`src/rtl/sseg_compare_scan.sv`:
```
// rtl/sseg_compare_scan.sv - 2-bit magnitude comparator with a multiplexed 3-digit seven-segment scan.
// Shows a on the left digit, b in the middle and a G/L/E letter on the right, with blank gaps between digits.
module sseg_compare_scan #(
   parameter int SCAN_DIV  = 12000,
   parameter int BLANK_CYC = 16
) (
   input  logic       clk,
   input  logic       rst_n,
   input  logic [1:0] a,
   input  logic [1:0] b,
   input  logic       load,
   output logic       valid,
   output logic       a_gt_b,
   output logic       a_lt_b,
   output logic       a_eq_b,
   output logic [2:0] sseg_en,
   output logic [7:0] sseg
);

   localparam int CW = (SCAN_DIV > 1) ? $clog2(SCAN_DIV) : 1;
   localparam logic [CW-1:0] SHOW_LAST = CW'(SCAN_DIV - 1);
   localparam logic [CW-1:0] GAP_LAST  = CW'(BLANK_CYC - 1);

   localparam logic [7:0] SEG_BLANK = 8'hFF;
   localparam logic [7:0] SEG_G     = 8'b01000011;
   localparam logic [7:0] SEG_L     = 8'b11100011;
   localparam logic [7:0] SEG_E     = 8'b01100001;

   typedef enum logic [2:0] {
      IDLE  = 3'd0,
      SHOW2 = 3'd1,
      GAP2  = 3'd2,
      SHOW1 = 3'd3,
      GAP1  = 3'd4,
      SHOW0 = 3'd5,
      GAP0  = 3'd6
   } state_t;

   state_t        state, state_d;
   logic [CW-1:0] cnt;
   logic [1:0]    a_r, b_r;
   logic [2:0]    en_d;
   logic [7:0]    seg_d;

   function automatic logic [7:0] digit_code(input logic [1:0] d);
      case (d)
         2'd0:    digit_code = 8'b00000011;
         2'd1:    digit_code = 8'b10011111;
         2'd2:    digit_code = 8'b00100101;
         default: digit_code = 8'b00001101;
      endcase
   endfunction

   always_ff @(posedge clk or negedge rst_n) begin
      if (!rst_n) begin
         a_r   <= 2'd0;
         b_r   <= 2'd0;
         valid <= 1'b0;
      end else if (load) begin
         a_r   <= a;
         b_r   <= b;
         valid <= 1'b1;
      end
   end

   // Flags stay cleared until the first capture has landed in a_r/b_r.
   always_ff @(posedge clk or negedge rst_n) begin
      if (!rst_n) begin
         a_gt_b <= 1'b0;
         a_lt_b <= 1'b0;
         a_eq_b <= 1'b0;
      end else if (valid) begin
         a_gt_b <= (a_r > b_r);
         a_lt_b <= (a_r < b_r);
         a_eq_b <= (a_r == b_r);
      end
   end

   always_ff @(posedge clk or negedge rst_n) begin
      if (!rst_n) begin
         state <= IDLE;
         cnt   <= '0;
      end else begin
         state <= state_d;
         cnt   <= (state_d != state) ? '0 : cnt + CW'(1);
      end
   end

   always_comb begin
      state_d = state;
      case (state)
         IDLE:    if (valid)            state_d = SHOW2;
         SHOW2:   if (cnt == SHOW_LAST) state_d = GAP2;
         GAP2:    if (cnt == GAP_LAST)  state_d = SHOW1;
         SHOW1:   if (cnt == SHOW_LAST) state_d = GAP1;
         GAP1:    if (cnt == GAP_LAST)  state_d = SHOW0;
         SHOW0:   if (cnt == SHOW_LAST) state_d = GAP0;
         GAP0:    if (cnt == GAP_LAST)  state_d = SHOW2;
         default:                       state_d = IDLE;
      endcase
   end

   always_comb begin
      en_d  = 3'b111;
      seg_d = SEG_BLANK;
      case (state)
         SHOW2: begin
            en_d  = 3'b011;
            seg_d = digit_code(a_r);
         end
         SHOW1: begin
            en_d  = 3'b101;
            seg_d = digit_code(b_r);
         end
         SHOW0: begin
            en_d  = 3'b110;
            seg_d = a_gt_b ? SEG_G : (a_lt_b ? SEG_L : SEG_E);
         end
         default: begin
            en_d  = 3'b111;
            seg_d = SEG_BLANK;
         end
      endcase
   end

   // Registered drive keeps the pads glitch-free; reset blanks them without a clock.
   always_ff @(posedge clk or negedge rst_n) begin
      if (!rst_n) begin
         sseg_en <= 3'b111;
         sseg    <= SEG_BLANK;
      end else begin
         sseg_en <= en_d;
         sseg    <= seg_d;
      end
   end

endmodule

```
`config.mk`:
```
export PLATFORM = sky130hd
export DESIGN_NAME = sseg_compare_scan
export DESIGN_NICKNAME = d
export VERILOG_FILES = /design/src/rtl/sseg_compare_scan.sv
export SDC_FILE = /design/constraint.sdc
export NUM_CORES = 1
export LEC_CHECK = 0
export BUFFER_PORTS_ARGS = -buffer_cell sky130_fd_sc_hd__buf_2
export CAP_MARGIN = 20
export CORE_UTILIZATION = 60
export DETAILED_ROUTE_END_ITERATION = 10
export PLACE_DENSITY = 0.82
export REMOVE_ABC_BUFFERS = 1
export SLEW_MARGIN = 0
export SYNTH_ARGS = -nofsm -noshare
export SYNTH_HDL_FRONTEND = slang
export SYNTH_SLANG_ARGS = --single-unit
export TNS_END_PERCENT = 10
```
`constraint.sdc`:
```
create_clock -name clk -period 4.9 [get_ports clk]
set_clock_uncertainty 0.15 [all_clocks]
set_input_delay 0.735 -clock clk [delete_from_list [all_inputs] [get_ports clk]]
set_output_delay 0.735 -clock clk [all_outputs]
set_load 0.01 [all_outputs]
```
; Word-level counts from Yosys, hierarchy flattened
; Index checks and enable logic that the tools add are counted.
[op_classes]
add_sub_neg = 1
mul = 0
div_mod_pow = 0
order_cmp = 2
eq_ne = 14
shifts = 0
mux = 15
bitwise = 0
reduce_logical = 3
[ops]
columns = op, count
row1 = 8-bit one-hot mux with 3 select lines, 3
row2 = 3-bit 2-to-1 mux, 7
row3 = 3-bit one-hot mux with 7 select lines, 1
row4 = 8-bit 2-to-1 mux, 2
row5 = "14-bit by 1-bit adder with 14-bit output, second input constant", 1
row6 = "14-bit equality test, second input constant", 1
row7 = "14-bit by 4-bit equality test with 1-bit output, second input constant", 1
row8 = 14-bit 2-to-1 mux, 1
row9 = "3-bit equality test, second input constant", 3
row10 = 3-bit one-hot mux with 3 select lines, 1
row11 = "3-bit by 2-bit equality test with 1-bit output, second input constant", 2
row12 = "2-bit by 1-bit equality test with 1-bit output, second input constant", 2
row13 = "2-bit equality test, second input constant", 2
row14 = 2-bit logical NOT, 2
row15 = "3-bit by 1-bit equality test with 1-bit output, second input constant", 1
row16 = 3-bit logical NOT, 1
row17 = 3-bit != test, 1
row18 = 2-bit equality test, 1
row19 = 2-bit greater-than comparator, 1
row20 = 2-bit < comparator, 1
[totals]
reg_bits = 36
latch_bits = 0
ramBits = 0
romBits = 0
inputBits = 7
out_inout_bits = 15
n_memories = 0

; Logic depth before layout (Yosys ltp)
; Gate-level depths: netlist (run 1).
[depth]
ltp_word = 5
depth_mapped = 6
mapped_depth_nobuf = 5

; Least setup slack after synthesis (run 1)
; No wires, ideal clock.
[synth_path]
path_kind = register to register
from = reg cnt[9]
to = reg cnt[10]
setup_ns = 0.125
arrival_ns = 1.945
required_time_ns = 4.625
path_slack_ns = 2.680
path_stages_with_launch = 6
n_path_buf = 1
path_cell_list = dfrtp_1 or4_4 or4_4 o31ai_4 buf_6 nor3_1
[synth_via]
elab_chain_len = 5
elab_cells_between_ends = 12
classes_between = add/sub: 1 / eq/ne: 3 / mux: 8
[synth_rtl]
columns = item, line
row1 = from (decl), 40  ; logic [CW-1:0] cnt;
row2 = from (signal assigned), 85  ; cnt <= (state_d != state) ? '0 : cnt + CW'(1);
row3 = 14-bit by 4-bit equality test with 1-bit output / 14-bit equality test (equally long branches), --
row4 = "3-bit 2-to-1 mux, or another cell as far along", 98  ; GAP0: if (cnt == GAP_LAST) state_d = SHOW2;
row5 = 3-bit one-hot mux with 7 select lines, 91  ; case (state)
row6 = 3-bit != test, 85
row7 = 14-bit 2-to-1 mux *, 85
; Every way passes the cells marked *; elsewhere a longest branch is shown, timed or not.
; A chain may end at the register's enable or synchronous reset.

; Final worst setup path (run 1)
[layout_path]
from = reg cnt[9]
to = reg cnt[8]
[layout_via]
elab_chain_len = 5
elab_cells_between_ends = 11
classes_between = eq/ne: 3 / mux: 8
[layout_rtl]
columns = item, line
row1 = 14-bit by 4-bit equality test with 1-bit output / 14-bit equality test (equally long branches), --
row2 = "3-bit 2-to-1 mux, or another cell as far along", 98
row3 = 3-bit one-hot mux with 7 select lines *, 91
row4 = 3-bit != test *, 85
row5 = 14-bit 2-to-1 mux *, 85
; Marked as above.

==> run metrics, run 1 <==
status=finished, final reports clean; Antenna diodes=0; Final HPWL DP=~2200 um; P_leak=0.8305 nW; post-cts repair resize count=0; normalized max-slew margin=50.92%; CP arrival=2.57 ns; boundary pin count=22; post-synth top area share=36.60%; Peak VDD IR=between 300 and 400 uV; Die H=55.37 um; PnR worst setup slack=2.363 ns; pre-CTS WS=around 2.4 ns; worst hold slack=a little under 0.3 ns; Syn Std Cell Area=roughly 1700 um2; Non-Filler Instances=214; Critical Path RT=4.94 ns; crit path max fanout=14; I/O Buffers=20; Syn Inst Count=163; Antenna Nets Post-Route=0; final setup fails=0; Worst Setup End Kind=flip-flop; post-synthesis sequential area ratio=51.98%; Cell Rows=18; Vias per Instance=6.159; Max clock buf depth=2; vias in the first global route=1216; Setup crit start kind=flip-flop; cell taking the most area after synthesis=dfrtp_1; Synth Warn #=0; syn avg cell area=about 10 um2; drt pass-1 iters=4; layout cells sized above 1=27.17%; drt wl/cell=about 15 um; Cell variety after synth=44; Initial Util=65.99%; final net count=193; CTS clock-pin slew for the worst setup and hold paths=0.10 ns; Finished Cell Area=1862 um2; GR Overflow Total=0; maximum capacitance violations=0; cell area power density=350.7 nW/um2; root buf cell=clkbuf_4; final-report hold violation count=0; die area=3066 um2; Fmax=0.3941 GHz; number of synthesized register bits=35; WS Path Type=flip-flop to flip-flop; antenna violations before repair=0; Setup TNS Final=0 ns; CTS H-tree lvls=2; RSZ-0062 raised after global routing=no; overall routed net length=between 3000 and 4000 um; Area contributors post-synth=dfrtp_1, dfstp_2, xor2_1, nor3_1, nand2_1; Hold Path Class=primary input to async pin; fin crit period=2.537 ns; largest net degree at the start of global routing=36; Post-synth EDFFs=0; dominant synthesized flop cell=dfrtp_1; Final Cycle Share=51.78%; Post-CTS Setup Bufs=0; die outline width=55.37 um; Slew Limit Fails=0; first-pass GRT wire length=5478 um; clock buffer count from CTS=5; Core Box Area=2590 um2; DR vias=approximately 1300; Async SR Flop Fraction=100.0%; placed insts=slightly above 200; CTS tree=yes; placer's final routability congestion estimate=0.8434; Total Routing Usage GR=23.48%; DR DRC count=0; area grow syn2layout=8.931%; placement-stage cell area=1812 um2; sinks on the clock net=35; Slew @ Worst Pin=0.7362 ns; DR iter-0 viols=64; CTS Hold Bufs=0; clock latency on the worst-skew pair=0.34 ns
critical path, stage by stage, from the launching register on:
cell     delay (ns)
dfrtp_1        0.45
or4_4          0.56
or4_4          0.52
o31ai_4        0.57
nor3_1         0.14
metrics by stage:
step / util (%) / total power, mW
2_1_floorplan: - / 0.4634
5_1_grt: 71.88 / 0.6960
4_1_cts: 71.88 / 0.6605
3_5_place_dp: 69.95 / 0.5141
6_report: 71.88 / 0.6530
3_3_place_gp: 69.66 / 0.5038
sequential cells by signal (all words and copies together), names as in the netlist:
register / cells
cnt: 14
sseg: 7
sseg_en: 3
state: 3
a_r: 2
b_r: 2
a_eq_b: 1
a_gt_b: 1
a_lt_b: 1
valid: 1
power by group:
part	internal (mW)	leakage, nW	switching [mW]	total [mW]
registers	0.334	0.423	0.0397	0.374
logic	0.0600	0.379	0.0747	0.135
clock network	0.0558	0.0293	0.0889	0.145
total	0.450	0.830	0.203	0.653
cell type report:
class                           instances  area, um2
Fill cell                             197      728.2
Clock buffer                            7      45.04
Multi-Input combinational cell        113      752.0
Inverter                                7      26.28
Sequential cell                        35      888.4
Clock inverter                          1      5.005
Timing Repair Buffer                   21      107.6
Tap cell                               30      37.54
Yosys cell counts (all sizes together) (2+ instances only):
master  count
mux2        3
and4        2
and3        2
buf         3
o21ai       5
nor3b       3
or2         2
nand2      13
o41ai       2
nand4       7
or3         3
xor2       10
nand3       9
or4         2
dfstp      10
nor4        3
a21oi       6
and2        4
inv         7
nor3       14
o31ai       2
clkbuf      5
o22ai       2
dfrtp      25
nor2        3
ha          3
xnor2       2
cell usage in the layout, fill, tap and decap left out, types with 2 or more instances in the layout:
master     n
mux2_2     3
clkbuf_1   2
nor3_1    14
clkbuf_4   5
a21oi_1    6
or2_2      2
or4_4      2
ha_1       3
dfrtp_1   25
o21ai_0    5
o41ai_1    2
xnor2_1    2
or3_1      3
nand4_1    7
buf_2     20
nor3b_1    3
nand2_1   13
nor2_1     3
o22ai_1    2
nor4_1     2
xor2_1    10
dfstp_2   10
inv_1      7
nand3_1    9
and2_1     4
routing by layer:
| layer | wire [um] | track usage [%] |
|---|---|---|
| met1 | 1439 | 30.89 |
| met2 | 1534 | 34.25 |
| met3 | 239 | 9.602 |
| met4 | 25 | 10.00 |
| met5 | 0 | 0 |
path summary, 6_finish.rpt:
| path | start | slack [ns] | depth (start not counted) | end |
|---|---|---|---|---|
| max in group asynchronous | rst_n | 3.83 | 1 | cnt[2] |
| worst min register to register | cnt[0] | 0.35 | 1 | cnt[0] |
| worst max-delay path | cnt[9] | 2.36 | 4 | cnt[8] |
| worst max register to register | cnt[9] | 2.36 | 4 | cnt[8] |
| worst min-delay path | rst_n | 0.30 | 1 | cnt[4] |
| min in group clk | cnt[0] | 0.35 | 1 | cnt[0] |
kinds of logic after synthesis:
kind of cell    share of synthesized area (%)
fa+ha+maj                               2.196
xor+xnor                                6.149
flops                                   51.98
compound gates                          9.591
buf+inv                                 4.027
simple gates                            23.28
other cells                            0.2194
mux                                     2.562
No activity file was read; power rests on OpenSTA's default activity.
==> run 2: changes to the inputs <==
--- a/config.mk
+++ b/config.mk
@@ -5,11 +5,12 @@
 export SDC_FILE = /design/constraint.sdc
 export NUM_CORES = 1
 export LEC_CHECK = 0
+export ABC_AREA = 1
 export BUFFER_PORTS_ARGS = -buffer_cell sky130_fd_sc_hd__buf_2
 export CAP_MARGIN = 20
-export CORE_UTILIZATION = 60
+export CORE_UTILIZATION = 51
 export DETAILED_ROUTE_END_ITERATION = 10
-export PLACE_DENSITY = 0.82
+export PLACE_DENSITY = 0.74
 export REMOVE_ABC_BUFFERS = 1
 export SLEW_MARGIN = 0
 export SYNTH_ARGS = -nofsm -noshare
==> constraint.sdc (replaced) <==
create_clock -name clk -period 2.25 [get_ports clk]
set_clock_uncertainty 0.15 [all_clocks]
set_input_delay 0.3375 -clock clk [delete_from_list [all_inputs] [get_ports clk]]
set_output_delay 0.3375 -clock clk [all_outputs]
set_load 0.01 [all_outputs]
==> run metrics, run 2 <==
Initial Util=53.71% (-12 points); Biggest register=cnt; antenna violations before repair=0 (unchanged); Slew Limit Fails=0 (unchanged); I/O Buffers=20 (unchanged); GR Overflow Total=0 (unchanged); CP arrival=1.96 ns (-0.61 ns); final-report hold violation count=0 (unchanged); Antenna Nets Post-Route=0 (unchanged); Post-synth EDFFs=0 (unchanged); Vias per Instance=4.949 (-20%); Peak VDD IR=487.7 uV (+24%); CTS clock-pin slew for the worst setup and hold paths=0.11 ns (about the same); cell area power density=793.9 nW/um2 (+130%); Post-CTS Setup Bufs=0 (unchanged); Fmax=0.5314 GHz (+35%); dominant synthesized flop cell=dfrtp_1; placer's final routability congestion estimate=0.8000 (-5.1%); Final Total Pwr=1.634 mW (+150%); Antenna diodes=0 (unchanged); Setup crit start kind=flip-flop; area grow syn2layout=13.06%; overall routed net length=3195 um (-1.3%); sinks on the clock net=35 (unchanged); DR iter-0 viols=96 (+50%); vias in the first global route=1226 (+0.82%); Final HPWL DP=2332 um (+3.9%); die area=3812 um2 (+24%); die outline width=61.75 um (+12%); largest registers=cnt x14, sseg x7; normalized max-slew margin=50.37% (-0.55 points); crit path max fanout=14 (unchanged); post-synthesis sequential area ratio=48.80% (-3.2 points); root buf cell=clkbuf_4; final setup fails=0 (unchanged); commonest non-fill, non-tap cells in the layout=nand2_1, nor2_1, dfrtp_1; maximum capacitance violations=0 (unchanged); P_leak=0.9331 nW (+12%); status=finished, final reports clean; Total Routing Usage GR=20.04% (-3.4 points); Syn Inst Count=202 (+24%); Synth Warn #=0 (unchanged); post-synth top area share=34.36% (-2.2 points); synth cell count leaders=nand2_1, nor2_1, dfrtp_1; Syn Std Cell Area=1820 um2 (+6.5%); CTS H-tree lvls=2 (unchanged); Async SR Flop Fraction=100.0% (unchanged); Area contributors post-synth=dfrtp_1, dfstp_2, nand2_1, nor2_4, nor2_1; clock buffer count from CTS=5 (unchanged); Critical Path RT=2.33 ns (-2.61 ns); Cell Rows=21 (+3); Slew @ Worst Pin=0.7444 ns (+0.008257 ns); final net count=237 (+23%); Die H=61.75 um (+12%); RSZ-0062 raised after global routing=no; most common cell in the netlist=nand2_1; fin crit period=1.882 ns (-0.6554 ns); CTS tree=yes; layout cells sized above 1=26.75% (-0.42 points); largest net degree at the start of global routing=36 (unchanged); boundary pin count=22 (unchanged); multi-input logic area=809.5 um2 (+7.7%); number of synthesized register bits=35 (unchanged); clock latency on the worst-skew pair=0.35 ns (about the same); DR vias=1356 (+2.9%); Core Box Area=3390 um2 (+31%); Final Cycle Share=83.63% (+32 points); syn avg cell area=9.012 um2 (-14%); flip-flop and latch area=888.4 um2 (unchanged); drt wl/cell=11.66 um (-23%); most common cell after layout, fill and taps aside=nand2_1; Hold Path Class=primary input to flip-flop; DR DRC count=0 (unchanged); post-cts repair resize count=0 (unchanged); CTS Hold Bufs=1 (+1); drt pass-1 iters=4 (unchanged); Max clock buf depth=2 (unchanged); Setup TNS Final=0 ns (unchanged); Cell variety after synth=34 (-23%); max reg flops=14 (unchanged); WS Path Type=flip-flop to flip-flop; Worst Setup End Kind=flip-flop; first-pass GRT wire length=5382 um (-1.8%); fill count=289 (+47%); cell taking the most area after synthesis=dfrtp_1
==> run 2: power breakdown <==
part	switching, mW	internal (mW)	total [mW]	leakage [nW]
clock network	0.215	0.347	0.562	0.0525
registers	0.0624	0.716	0.779	0.425
logic	0.175	0.119	0.293	0.455
==> run 2: critical path, cell delays in order (launching register included) <==
cell	delay, ns
dfrtp_1	0.41
ha_1	0.29
nand3_2	0.14
inv_2	0.12
nand2_2	0.08
nor2_4	0.15
o21bai_4	0.08
nand2_4	0.28
nor2_1	0.07
==> run 2: per-layer routing <==
metal	vias to the layer above	GRT usage (%)	share of wire, %
met5	-	0	0
met1	639	27.03	51
met3	5	6.211	3.2
li1	687	-	-
met4	0	8.571	1.3
met2	25	29.95	44
==> run 2: cell families (layout without fill, tap and decap cells) <==
logic type / count (synthesis) / after routing / share of synthesized area (%)
AOI/OAI and AO/OA: 18 / 18 / 6.667
xor gates and xnor gates: 10 / 10 / 4.811
buffers and inverters: 27 / 53 / 6.735
adders and majority gates: 3 / 3 / 2.062
DFF: 35 / 35 / 48.80
other: 1 / 1 / 0.2060
and+or+nand+nor: 108 / 108 / 30.72
==> run 2: final cells by class <==
cell class / count / area share [%]
flip-flops and latches: 35 / 43.16
clock inverters: 2 / 2.918
inverters: 24 / 4.438
well taps: 46 / 2.796
clock buffers: 6 / 2.006
multi-input cells: 140 / 39.33
repair buffers: 21 / 5.350
==> run 2: stage by stage <==
stage	setup slack (ns)	util (%)	std cells	hold slack, ns	area, um2
finish	0.3683	60.72	274	0.03879	2058
global route	0.2065	60.72	274	0.04561	2058
CTS	0.3565	60.72	274	0.03234	2058
detailed placement	0.3563	57.44	265	0.3035	1947
global placement	0.4468	57.44	265	0.3015	1947
floorplan	0.5537	-	199	-0.1081	1789
==> run 2: path summary, 6_finish.rpt <==
check | start | to | slack (ns) | cells past startpoint
setup / recovery | cnt[0] | cnt[1] | 0.37 | 8
hold / removal | a[1] | a_r[1] | 0.04 | 3
setup reg to reg | cnt[0] | cnt[1] | 0.37 | 8
hold reg to reg | cnt[0] | cnt[0] | 0.36 | 1
max in group asynchronous | rst_n | cnt[13] | 1.03 | 2
min in group asynchronous | rst_n | state[2] | 0.44 | 2
